**src/rtl/tdm_demux4.sv**
```systemverilog
// Receive side of an N_CH-slot TDM link: tracks slot position from the frame
// marker, collects slot words and publishes complete frames in parallel.
module tdm_demux4 #(
  parameter int unsigned WIDTH = 8,
  parameter int unsigned N_CH  = 4
) (
  input  logic                    clk,
  input  logic                    rst,
  input  logic [WIDTH-1:0]        din,
  input  logic                    din_valid,
  input  logic                    frame_start,
  output logic [N_CH*WIDTH-1:0]   dout,
  output logic                    dout_valid,
  output logic                    frame_err,
  output logic                    locked
);

  localparam int unsigned SLOT_W = $clog2(N_CH);
  localparam int unsigned SHW_W  = (N_CH - 1) * WIDTH;
  localparam logic [SLOT_W-1:0] LAST_SLOT = SLOT_W'(N_CH - 1);

  typedef enum logic {HUNT = 1'b0, RECV = 1'b1} state_t;

  state_t                  r_state;
  state_t                  w_state_nxt;
  logic [SLOT_W-1:0]       r_slot;
  logic [SLOT_W-1:0]       w_slot_nxt;
  logic [SHW_W-1:0]        r_shadow;
  logic [SHW_W-1:0]        w_shadow_nxt;
  logic [N_CH*WIDTH-1:0]   r_dout;
  logic [N_CH*WIDTH-1:0]   w_dout_nxt;
  logic                    r_dout_valid;
  logic                    w_dout_valid_nxt;
  logic                    r_frame_err;
  logic                    w_frame_err_nxt;
  logic                    r_locked;
  logic                    w_wr_en;
  logic [SLOT_W-1:0]       w_wr_idx;

  // State, slot tracking and frame assembly decisions
  always_comb begin
    w_state_nxt      = r_state;
    w_slot_nxt       = r_slot;
    w_dout_nxt       = r_dout;
    w_dout_valid_nxt = 1'b0;
    w_frame_err_nxt  = 1'b0;
    w_wr_en          = 1'b0;
    w_wr_idx         = '0;

    if (din_valid) begin
      case (r_state)
        HUNT: begin
          if (frame_start) begin
            w_wr_en     = 1'b1;
            w_slot_nxt  = SLOT_W'(1);
            w_state_nxt = RECV;
          end
        end
        RECV: begin
          if (frame_start) begin
            // Early marker drops the partial frame and restarts at slot 0
            w_frame_err_nxt = (r_slot != '0);
            w_wr_en         = 1'b1;
            w_slot_nxt      = SLOT_W'(1);
          end else if (r_slot == '0) begin
            w_frame_err_nxt = 1'b1;
            w_state_nxt     = HUNT;
          end else if (r_slot == LAST_SLOT) begin
            w_dout_nxt       = {din, r_shadow};
            w_dout_valid_nxt = 1'b1;
            w_slot_nxt       = '0;
          end else begin
            w_wr_en    = 1'b1;
            w_wr_idx   = r_slot;
            w_slot_nxt = r_slot + SLOT_W'(1);
          end
        end
        default: w_state_nxt = HUNT;
      endcase
    end
  end

  // Shadow write port: one slot word per accepted cycle
  always_comb begin
    w_shadow_nxt = r_shadow;
    for (int unsigned k = 0; k < N_CH - 1; k++) begin
      if (w_wr_en && (w_wr_idx == SLOT_W'(k))) begin
        w_shadow_nxt[k*WIDTH +: WIDTH] = din;
      end
    end
  end

  always_ff @(posedge clk) begin
    if (rst) begin
      r_state      <= HUNT;
      r_slot       <= '0;
      r_shadow     <= '0;
      r_dout       <= '0;
      r_dout_valid <= 1'b0;
      r_frame_err  <= 1'b0;
      r_locked     <= 1'b0;
    end else begin
      r_state      <= w_state_nxt;
      r_slot       <= w_slot_nxt;
      r_shadow     <= w_shadow_nxt;
      r_dout       <= w_dout_nxt;
      r_dout_valid <= w_dout_valid_nxt;
      r_frame_err  <= w_frame_err_nxt;
      r_locked     <= (w_state_nxt == RECV);
    end
  end

  assign dout       = r_dout;
  assign dout_valid = r_dout_valid;
  assign frame_err  = r_frame_err;
  assign locked     = r_locked;

endmodule
```
**config.mk**
```make
export PLATFORM = sky130hd
export DESIGN_NAME = tdm_demux4
export DESIGN_NICKNAME = d
export VERILOG_FILES = /design/src/rtl/tdm_demux4.sv
export SDC_FILE = /design/constraint.sdc
export NUM_CORES = 1
export LEC_CHECK = 0
export BUFFER_PORTS_ARGS = -buffer_cell sky130_fd_sc_hd__buf_4
export CAP_MARGIN = 40
export CORE_ASPECT_RATIO = 1.4
export CORE_MARGIN = 4
export CORE_UTILIZATION = 59
export DETAILED_ROUTE_END_ITERATION = 10
export GPL_TIMING_DRIVEN = 0
export PLACE_DENSITY = 0.84
export RECOVER_POWER = 25
export SYNTH_ARGS = -nofsm -noshare
export SYNTH_HDL_FRONTEND = slang
export SYNTH_SLANG_ARGS = --single-unit
```
**constraint.sdc**
```tcl
create_clock -name clk -period 2.45 [get_ports clk]
set_input_delay 0.3675 -clock clk [delete_from_list [all_inputs] [get_ports clk]]
set_output_delay 0.3675 -clock clk [all_outputs]
set_load 0.05 [all_outputs]
```
==> results of run 1 <==
==> worst register-to-register path: stages (launching register included) <==
cell and delay (ns):
dfxtp_1 0.40, inv_1 0.08, ha_1 0.27, inv_1 0.10, ha_1 0.16, and4_1 0.19
clkbuf_1 0.19, buf_2 0.25, nand2_1 0.09, a21oi_1 0.13
==> kinds of logic (layout without fill, tap and decap cells) <==
kind of cell    after synthesis  in the layout  share of synthesized area
compound gates               54             54                      0.124
mux                          16             16                     0.0624
buf+inv                      29             89                     0.0492
simple gates                128            128                      0.259
flops                        61             61                      0.476
fa+ha+maj                     6              6                     0.0292
==> final cells by class <==
type                       count  area (µm²)
inverter                       5        18.8
fill                         333        1120
clock inverter                 1        30.0
sequential                    61        1220
timing repair buffer          46         259
tap                           45        56.3
buffer                        24         108
clock buffer                  13         169
multi-input combinational    204        1220
==> final timing paths <==
check,from,to,slack (ns),cells past startpoint
worst max-delay path,r_slot[0]$_SDFFE_PP0P_,dout[27]$_SDFFE_PP0P_,0.53,9
worst min-delay path,frame_start,dout_valid$_SDFF_PP0_,0.25,2
worst max register to register,r_slot[0]$_SDFFE_PP0P_,dout[27]$_SDFFE_PP0P_,0.53,9
worst min register to register,r_shadow[18]$_SDFFE_PP0P_,dout[18]$_SDFFE_PP0P_,0.45,2
==> flip-flops by register name (all words and copies together), names as in the netlist <==
name / flops
dout_valid: 1
r_shadow: 24
locked: 1
dout: 32
r_slot: 2
frame_err: 1
==> routing by layer <==
layer,global-route usage,up-vias,share of wire
met1,0.256,1060,0.40
met2,0.409,84,0.51
met4,0.120,0,0.028
met5,0,-,0
li1,-,1118,-
met3,0.0616,15,0.058
==> power breakdown <==
part           switching, µW  total (µW)  internal, µW
Combinational           78.2         125          47.1
Sequential              10.0        1010          1000
Clock                    355         897           542
==> synth_stat cells, types with 2 or more instances <==
cell type / n
a31oi_1: 8
dfxtp_1: 61
inv_1: 4
o311ai_0: 8
nor4b_1: 2
nand2b_1: 25
a21oi_1: 34
nand2_1: 74
mux2i_1: 16
ha_1: 6
buf_2: 7
nor3b_1: 8
clkbuf_1: 11
buf_1: 4
nand4b_1: 8
==> stage by stage <==
step | util | setup slack [ns] | cell area [µm²] | total power [µW]
2_1_floorplan | - | 0.656 | 2570 | 1110
3_3_place_gp | 0.706 | 0.462 | 2970 | 1160
3_5_place_dp | 0.706 | 0.392 | 2970 | 1160
4_1_cts | 0.754 | 0.503 | 3170 | 2050
5_1_grt | 0.733 | 0.362 | 3080 | 2110
6_report | 0.733 | 0.526 | 3080 | 2040
==> impl_metrics.ini, run 1 <==
[run_status]
status = finished clean

[placement]
port_buffers = 46
dp_hpwl_um = 4340
dpl.cell_count = 385
place_congestion = 0.832

[timing]
timing.fmax_ghz = 0.520
hold_viol = 0
fin_worst_hold_slack_ns = 0.248
period_minus_slack_ns = 1.92
tns_ns = 0
post-route-period-util = 0.785
skew_ns = 0.00402
setup_violations = 0
tightest_slew_ns = 0.603
rsz0062_at_grt = false
drv_slew = 0
relSlewSlack = 0.600

[global_routing]
grt_pass1_vias = 2134
overflow = 0
antenna_found_initial = 0
grt_usage = 0.233
grt_pass1_wl_um = 9980
grt_max_degree = 12

[clock_tree]
htree_levels = 3
cts_tree = built
clockBufferDepth = 2
ctsResizeCount = 0
path_clk_slew_ns = 0.06
hold_buffers = 0
clock_sinks = 61
cts_buffers = 9
insertion_delay_ns = 0.33
post_cts.repair.setup_buffers = 0
root_buffer = clkbuf_8

[worst_setup_path]
path_class = reg2reg
slowest_delay_ns = 0.40
path_buf_inv = 4
crit_fanout = 10
cp-end-kind = register
critPathTopFamily = buffers and inverters
worstPathArrival_ns = 2.19
path_cells = inv_1 -> ha_1 -> inv_1 -> ha_1 -> and4_1 -> clkbuf_1 -> buf_2 -> nand2_1 -> a21oi_1
crit_path_top_delay_cell = dfxtp_1
startpoint_type = register
critPathRequiredTime_ns = 2.71

[die]
dieWidth_um = 63.8
rows = 28
die_y_um = 86.1
core_area_um2 = 4200
initial_core_util = 0.611
io_pins = 47
dieArea_um2 = 5490

[synth]
synthDominantCellAreaShare = 0.476
synth_seq_cells = 61
yosys-top-cells-area = dfxtp_1, nand2_1, a21oi_1
ys_async_sr_fraction = 0
syn_nets = 312
synth.largest_area_cell = dfxtp_1
yosys.cell_types.count = 33
yosysWarnings = 0
ys.flop_type = dfxtp_1
synthCells = 294
syn_area_um2 = 2570
synth_edf_count = 0
ys_seq_area_frac = 0.476
avgSynthCellArea_um2 = 8.73

[route]
detail_route.vias_per_cell = 5.71
wl_um = 6010
wl_per_cell_um = 15.1
dr.pass1.iters = 4
drt-initial-drc-count = 127
ant_nets = 0
via_count = 2277
route.detailed.drc = 0

[job]
max_cap_violations = 0

[cells_and_area]
nets = 369
layout_common_cells = nand2_1, dfxtp_1, clkbuf_1
syn_to_final_growth_pct = 20.0
stdcell_count = 399
layout_commonest_cell = nand2_1
drive_above_1_share = 0.136
n_antenna_cell = 0

[power_and_ir_drop]
p_per_area_nw_per_um2 = 661
leakagePower_uw = 0.00113
ir_drop_v = 0.000792

[min_path]
hold_path_class = in2reg
Power figures use the tool's default switching activity.
==> inputs of run 2 (changes only) <==
--- a/config.mk
+++ b/config.mk
@@ -9,10 +9,10 @@
 export CAP_MARGIN = 40
 export CORE_ASPECT_RATIO = 1.4
 export CORE_MARGIN = 4
-export CORE_UTILIZATION = 59
+export CORE_UTILIZATION = 55
 export DETAILED_ROUTE_END_ITERATION = 10
 export GPL_TIMING_DRIVEN = 0
-export PLACE_DENSITY = 0.84
+export PLACE_DENSITY = 0.79
 export RECOVER_POWER = 25
 export SYNTH_ARGS = -nofsm -noshare
 export SYNTH_HDL_FRONTEND = slang
==> constraint.sdc (replaced) <==
create_clock -name clk -period 1.79 [get_ports clk]
set_input_delay 0.2685 -clock clk [delete_from_list [all_inputs] [get_ports clk]]
set_output_delay 0.2685 -clock clk [all_outputs]
set_load 0.05 [all_outputs]
==> run 2 against run 1 <==
  * Clock power rose by 23%
  * Highest routed layer unchanged
  * Largest cell class unchanged
  * Clock skew up 0.0038 ns
  * Non-clock buffer count unchanged
  * Die area up 6.5%
  * Clock-buffer cell count decreased by 1
  * Register-to-register slack lost 0.42 ns
  * Sequential share of layout area down 0.46 points
  * Worst hold slack worse by 0.11 ns
  * Via count decreased by 0.83%
  * Total power increased by 31%
  * First-iteration DRC count down 1.6%
==> impl_metrics.ini, run 2 (same netlist as run 1, synthesis figures left out) <==
[clock_tree]
clock_sinks = 61
clockBufferDepth = 2
path_clk_slew_ns = 0.07
cts_tree = built
cts_buffers = 9
htree_levels = 3
insertion_delay_ns = 0.34
hold_buffers = 0
root_buffer = clkbuf_8

[power_and_ir_drop]
p_per_area_nw_per_um2 = 852
ir_drop_v = 0.000572
leakagePower_uw = 0.00113

[global_routing]
grt_pass1_vias = 2131
grt_usage = 0.221
overflow = 0
grt_pass1_wl_um = 9840
antenna_found_initial = 0
grt_max_degree = 12

[route]
wl_per_cell_um = 14.1
route.detailed.drc = 0
detail_route.vias_per_cell = 5.40
wl_um = 5910
dr.pass1.iters = 4
drt-initial-drc-count = 125
via_count = 2258
ant_nets = 0

[cells_and_area]
nets = 369
syn_to_final_growth_pct = 21.7
largest_register_ffs = 32
layout_common_cells = nand2_1, dfxtp_1, a21oi_1
layout_commonest_cell = nand2_1
drive_above_1_share = 0.160
n_antenna_cell = 0
fin_area_um2 = 3120
fillers = 401

[die]
dieWidth_um = 65.7
io_pins = 47
initial_core_util = 0.566
core_area_um2 = 4540
dieArea_um2 = 5840
rows = 29
die_y_um = 88.8

[timing]
hold_viol = 0
setup_violations = 0
relSlewSlack = 0.604
post-route-period-util = 0.941
timing.fmax_ghz = 0.594
rsz0062_at_grt = false
skew_ns = 0.00783
tightest_slew_ns = 0.597
period_minus_slack_ns = 1.68
drv_slew = 0
fin_worst_hold_slack_ns = 0.137

[worst_setup_path]
critPathRequiredTime_ns = 2.06
startpoint_type = register
path_class = reg2reg
worstPathArrival_ns = 1.95
crit_fanout = 8
cp-end-kind = register

[placement]
port_buffers = 46
placed_area_um2 = 2990
place_congestion = 0.803
dp_hpwl_um = 4260

[job]
max_cap_violations = 0

[min_path]
hold_path_class = in2reg

[run_status]
status = finished clean
[run 2: cell types whose count changed in the layout (fill, tap and decap cells not counted), sizes merged]
cell | before | now
clkbuf | 48 | 43
clkinv | 1 | 4
bufinv | 1 | 0
clkinvlp | 0 | 1
buf | 35 | 39
[run 2: per-stage QoR]
stage          cells   util  worst slack, ns  power (µW)  TNS [ns]
2_1_floorplan    294      -            0.166        1520         0
3_3_place_gp     402  0.660           -0.122        1580     -3.33
3_5_place_dp     402  0.660           -0.165        1590     -3.10
4_1_cts          417  0.701          0.00457        2670         0
5_1_grt          418  0.689          0.00781        2750         0
6_report         418  0.689            0.106        2660         0
[run 2: worst paths after layout]
kind / start / end / slack, ns / cells after the start
min: frame_start / dout_valid$_SDFF_PP0_ / 0.14 / 2
max reg2reg: r_slot[0]$_SDFFE_PP0P_ / r_shadow[12]$_SDFFE_PP0P_ / 0.11 / 6
max: r_slot[0]$_SDFFE_PP0P_ / r_shadow[12]$_SDFFE_PP0P_ / 0.11 / 6
min reg2reg: dout[14]$_SDFFE_PP0P_ / dout[14]$_SDFFE_PP0P_ / 0.45 / 2
[run 2: layout make-up]
cell class | count | area [µm²] | share of cell area
Clock inverter | 4 | 22.5 | 0.00721
Buffer | 23 | 138 | 0.0441
Timing Repair Buffer | 47 | 267 | 0.0853
Clock buffer | 12 | 155 | 0.0497
Inverter | 5 | 18.8 | 0.00601
Sequential cell | 61 | 1220 | 0.392
Tap cell | 62 | 77.6 | 0.0248
Multi-Input combinational cell | 204 | 1220 | 0.391
[run 2: metal layers]
layer | up-vias | GRT usage | part of all wire
met3 | 17 | 0.0496 | 0.061
met2 | 84 | 0.380 | 0.49
met5 | - | 0 | 0
met1 | 1040 | 0.251 | 0.42
met4 | 0 | 0.123 | 0.029
li1 | 1117 | - | -
[run 2: critical path: stages, from the launching register on]
cell and delay, ns:
dfxtp_2 0.36, inv_1 0.07, ha_1 0.30, nand2b_1 0.09, nor4b_1 0.26, buf_2 0.31, mux2i_1 0.23
[run 2: timing repair]
| item | CTS | global route |
|---|---|---|
| setup endpoints to repair | 30 | 54 |
| cloned | 0 | 0 |
| gates resized for setup | 8 | 14 |
| buffers inserted | 0 | 1 |
| endpoints found under the hold margin | 0 | 0 |
| pin swaps | 0 | 1 |
[run 2: power breakdown]
| part | total [µW] | switching [µW] | internal (µW) |
|---|---|---|---|
| clock network | 1100 | 532 | 571 |
| registers | 1390 | 14.4 | 1380 |
| logic | 170 | 106 | 64.8 |
==> inputs of run 3 (changes only) <==
--- a/config.mk
+++ b/config.mk
@@ -12,6 +12,7 @@
 export CORE_UTILIZATION = 55
 export DETAILED_ROUTE_END_ITERATION = 10
 export GPL_TIMING_DRIVEN = 0
+export MAX_ROUTING_LAYER = met4
 export PLACE_DENSITY = 0.79
 export RECOVER_POWER = 25
 export SYNTH_ARGS = -nofsm -noshare
==> run 3 against run 2 <==
  * Clock-buffer cell count unchanged
  * Sequential power about the same
  * Critical path depth unchanged
  * Clock skew about the same
  * Worst setup slack worse by 0.00090 ns
  * Routed wire length up 0.14%
  * Worst hold slack worse by 0.0075 ns
  * Maximum frequency about the same
  * Non-clock buffer count unchanged
  * Via count down 0.27%
  * Sequential share of layout area unchanged
  * First-iteration DRC count up 6.4%
  * Critical path type unchanged
  * Highest routed layer unchanged
==> impl_metrics.ini, run 3 (same netlist as run 1, synthesis figures left out) <==
[run_status]
status = finished clean

[cells_and_area]
fillers = 401
largest_register_ffs = 32
layout_commonest_cell = nand2_1
syn_to_final_growth_pct = 21.7
nets = 369
layout_common_cells = nand2_1, dfxtp_1, a21oi_1
postLayoutCoreUtil = 0.689
n_antenna_cell = 0
drive_above_1_share = 0.160

[die]
core_area_um2 = 4540
io_pins = 47
dieArea_um2 = 5840
initial_core_util = 0.566
rows = 29
die_y_um = 88.8
dieWidth_um = 65.7

[route]
via_count = 2252
drt-initial-drc-count = 133
route.detailed.drc = 0
dr.pass1.iters = 4
detail_route.vias_per_cell = 5.39
wl_per_cell_um = 14.2
wl_um = 5920
ant_nets = 0

[power_and_ir_drop]
p_per_area_nw_per_um2 = 852
leakagePower_uw = 0.00113
ir_drop_v = 0.000572

[worst_setup_path]
ff2ff_path_depth = 6
worstPathArrival_ns = 1.96
path_class = reg2reg
critPathRequiredTime_ns = 2.06
cp-end-kind = register
crit_fanout = 8
reg2reg_to = r_shadow[12]$_SDFFE_PP0P_
startpoint_type = register
timing.rr.start = r_slot[0]$_SDFFE_PP0P_
ff2ff_setup_slack_ns = 0.10

[timing]
setup_violations = 0
fin_worst_hold_slack_ns = 0.129
tightest_slew_ns = 0.597
skew_ns = 0.00755
period_minus_slack_ns = 1.69
post-route-period-util = 0.942
rsz0062_at_grt = false
relSlewSlack = 0.604
timing.fmax_ghz = 0.593
hold_viol = 0
final_critical_path_setup_slack_ns = 0.105
drv_slew = 0

[global_routing]
grt_pass1_vias = 2134
antenna_found_initial = 0
grt_max_degree = 12
grt_usage = 0.229
overflow = 0
grt_pass1_wl_um = 9840

[placement]
place_congestion = 0.814
port_buffers = 46
dp_hpwl_um = 4260
dpl_worst_slack_ns = -0.165

[job]
max_cap_violations = 0

[clock_tree]
insertion_delay_ns = 0.34
root_buffer = clkbuf_8
cts_tree = built
clock_sinks = 61
clockBufferDepth = 2
hold_buffers = 0
htree_levels = 3
cts_buffers = 9
path_clk_slew_ns = 0.07

[min_path]
hold_depth = 2
worstHoldStart = frame_start
hold_path_class = in2reg
hold_end = dout_valid$_SDFF_PP0_
-- run 3: timing repair --
action | in CTS | in global routing
gates resized for setup | 8 | 14
pin swaps | 0 | 1
setup endpoints to repair | 30 | 54
setup buffers | 0 | 1
-- run 3: per-layer routing --
layer	wire length, µm	global-route usage
met1	2460	0.251
met2	2940	0.380
met3	347	0.0572
met4	170	0.117
met5	0	-
-- run 3: through the flow --
step	total power, µW	instances	TNS, ns	cell area, µm²
after global placement	1580	402	-3.33	2990
final	2660	418	0	3120
after CTS	2670	417	0	3180
after floorplan	1520	294	0	2570
after detailed placement	1590	402	-3.10	2990
after global routing	2760	418	0	3120
-- run 3: area by class of cell --
cell class                 count  area [µm²]  share of cell area
clock inverter                 4        22.5             0.00721
tap                           62        77.6              0.0248
buffer                        23         138              0.0441
multi-input combinational    204        1220               0.391
inverter                       5        18.8             0.00601
clock buffer                  12         155              0.0497
sequential                    61        1220               0.392
timing repair buffer          47         267              0.0853
-- run 3: worst max path at each step --
stage	startpoint	to
2_1_floorplan	r_slot[0]$_SDFFE_PP0P_	dout[17]$_SDFFE_PP0P_
3_3_place_gp	frame_start	dout[24]$_SDFFE_PP0P_
3_5_place_dp	frame_start	dout[21]$_SDFFE_PP0P_
4_1_cts	r_slot[0]$_SDFFE_PP0P_	dout[21]$_SDFFE_PP0P_
5_1_grt	r_slot[0]$_SDFFE_PP0P_	dout[27]$_SDFFE_PP0P_
6_report	r_slot[0]$_SDFFE_PP0P_	r_shadow[12]$_SDFFE_PP0P_
-- run 3: where the power goes --
group | switching [µW] | internal [µW] | leakage [µW]
Sequential | 13.8 | 1380 | 0.000493
Combinational | 105 | 64.9 | 0.000549
Clock | 533 | 570 | 0.0000921
Total | 652 | 2010 | 0.00113
-- run 3: critical path, stage by stage (launching register included) --
cell and delay [ns]:
dfxtp_2 0.36, inv_1 0.07, ha_1 0.30, nand2b_1 0.09, nor4b_1 0.26, buf_2 0.31
mux2i_1 0.23
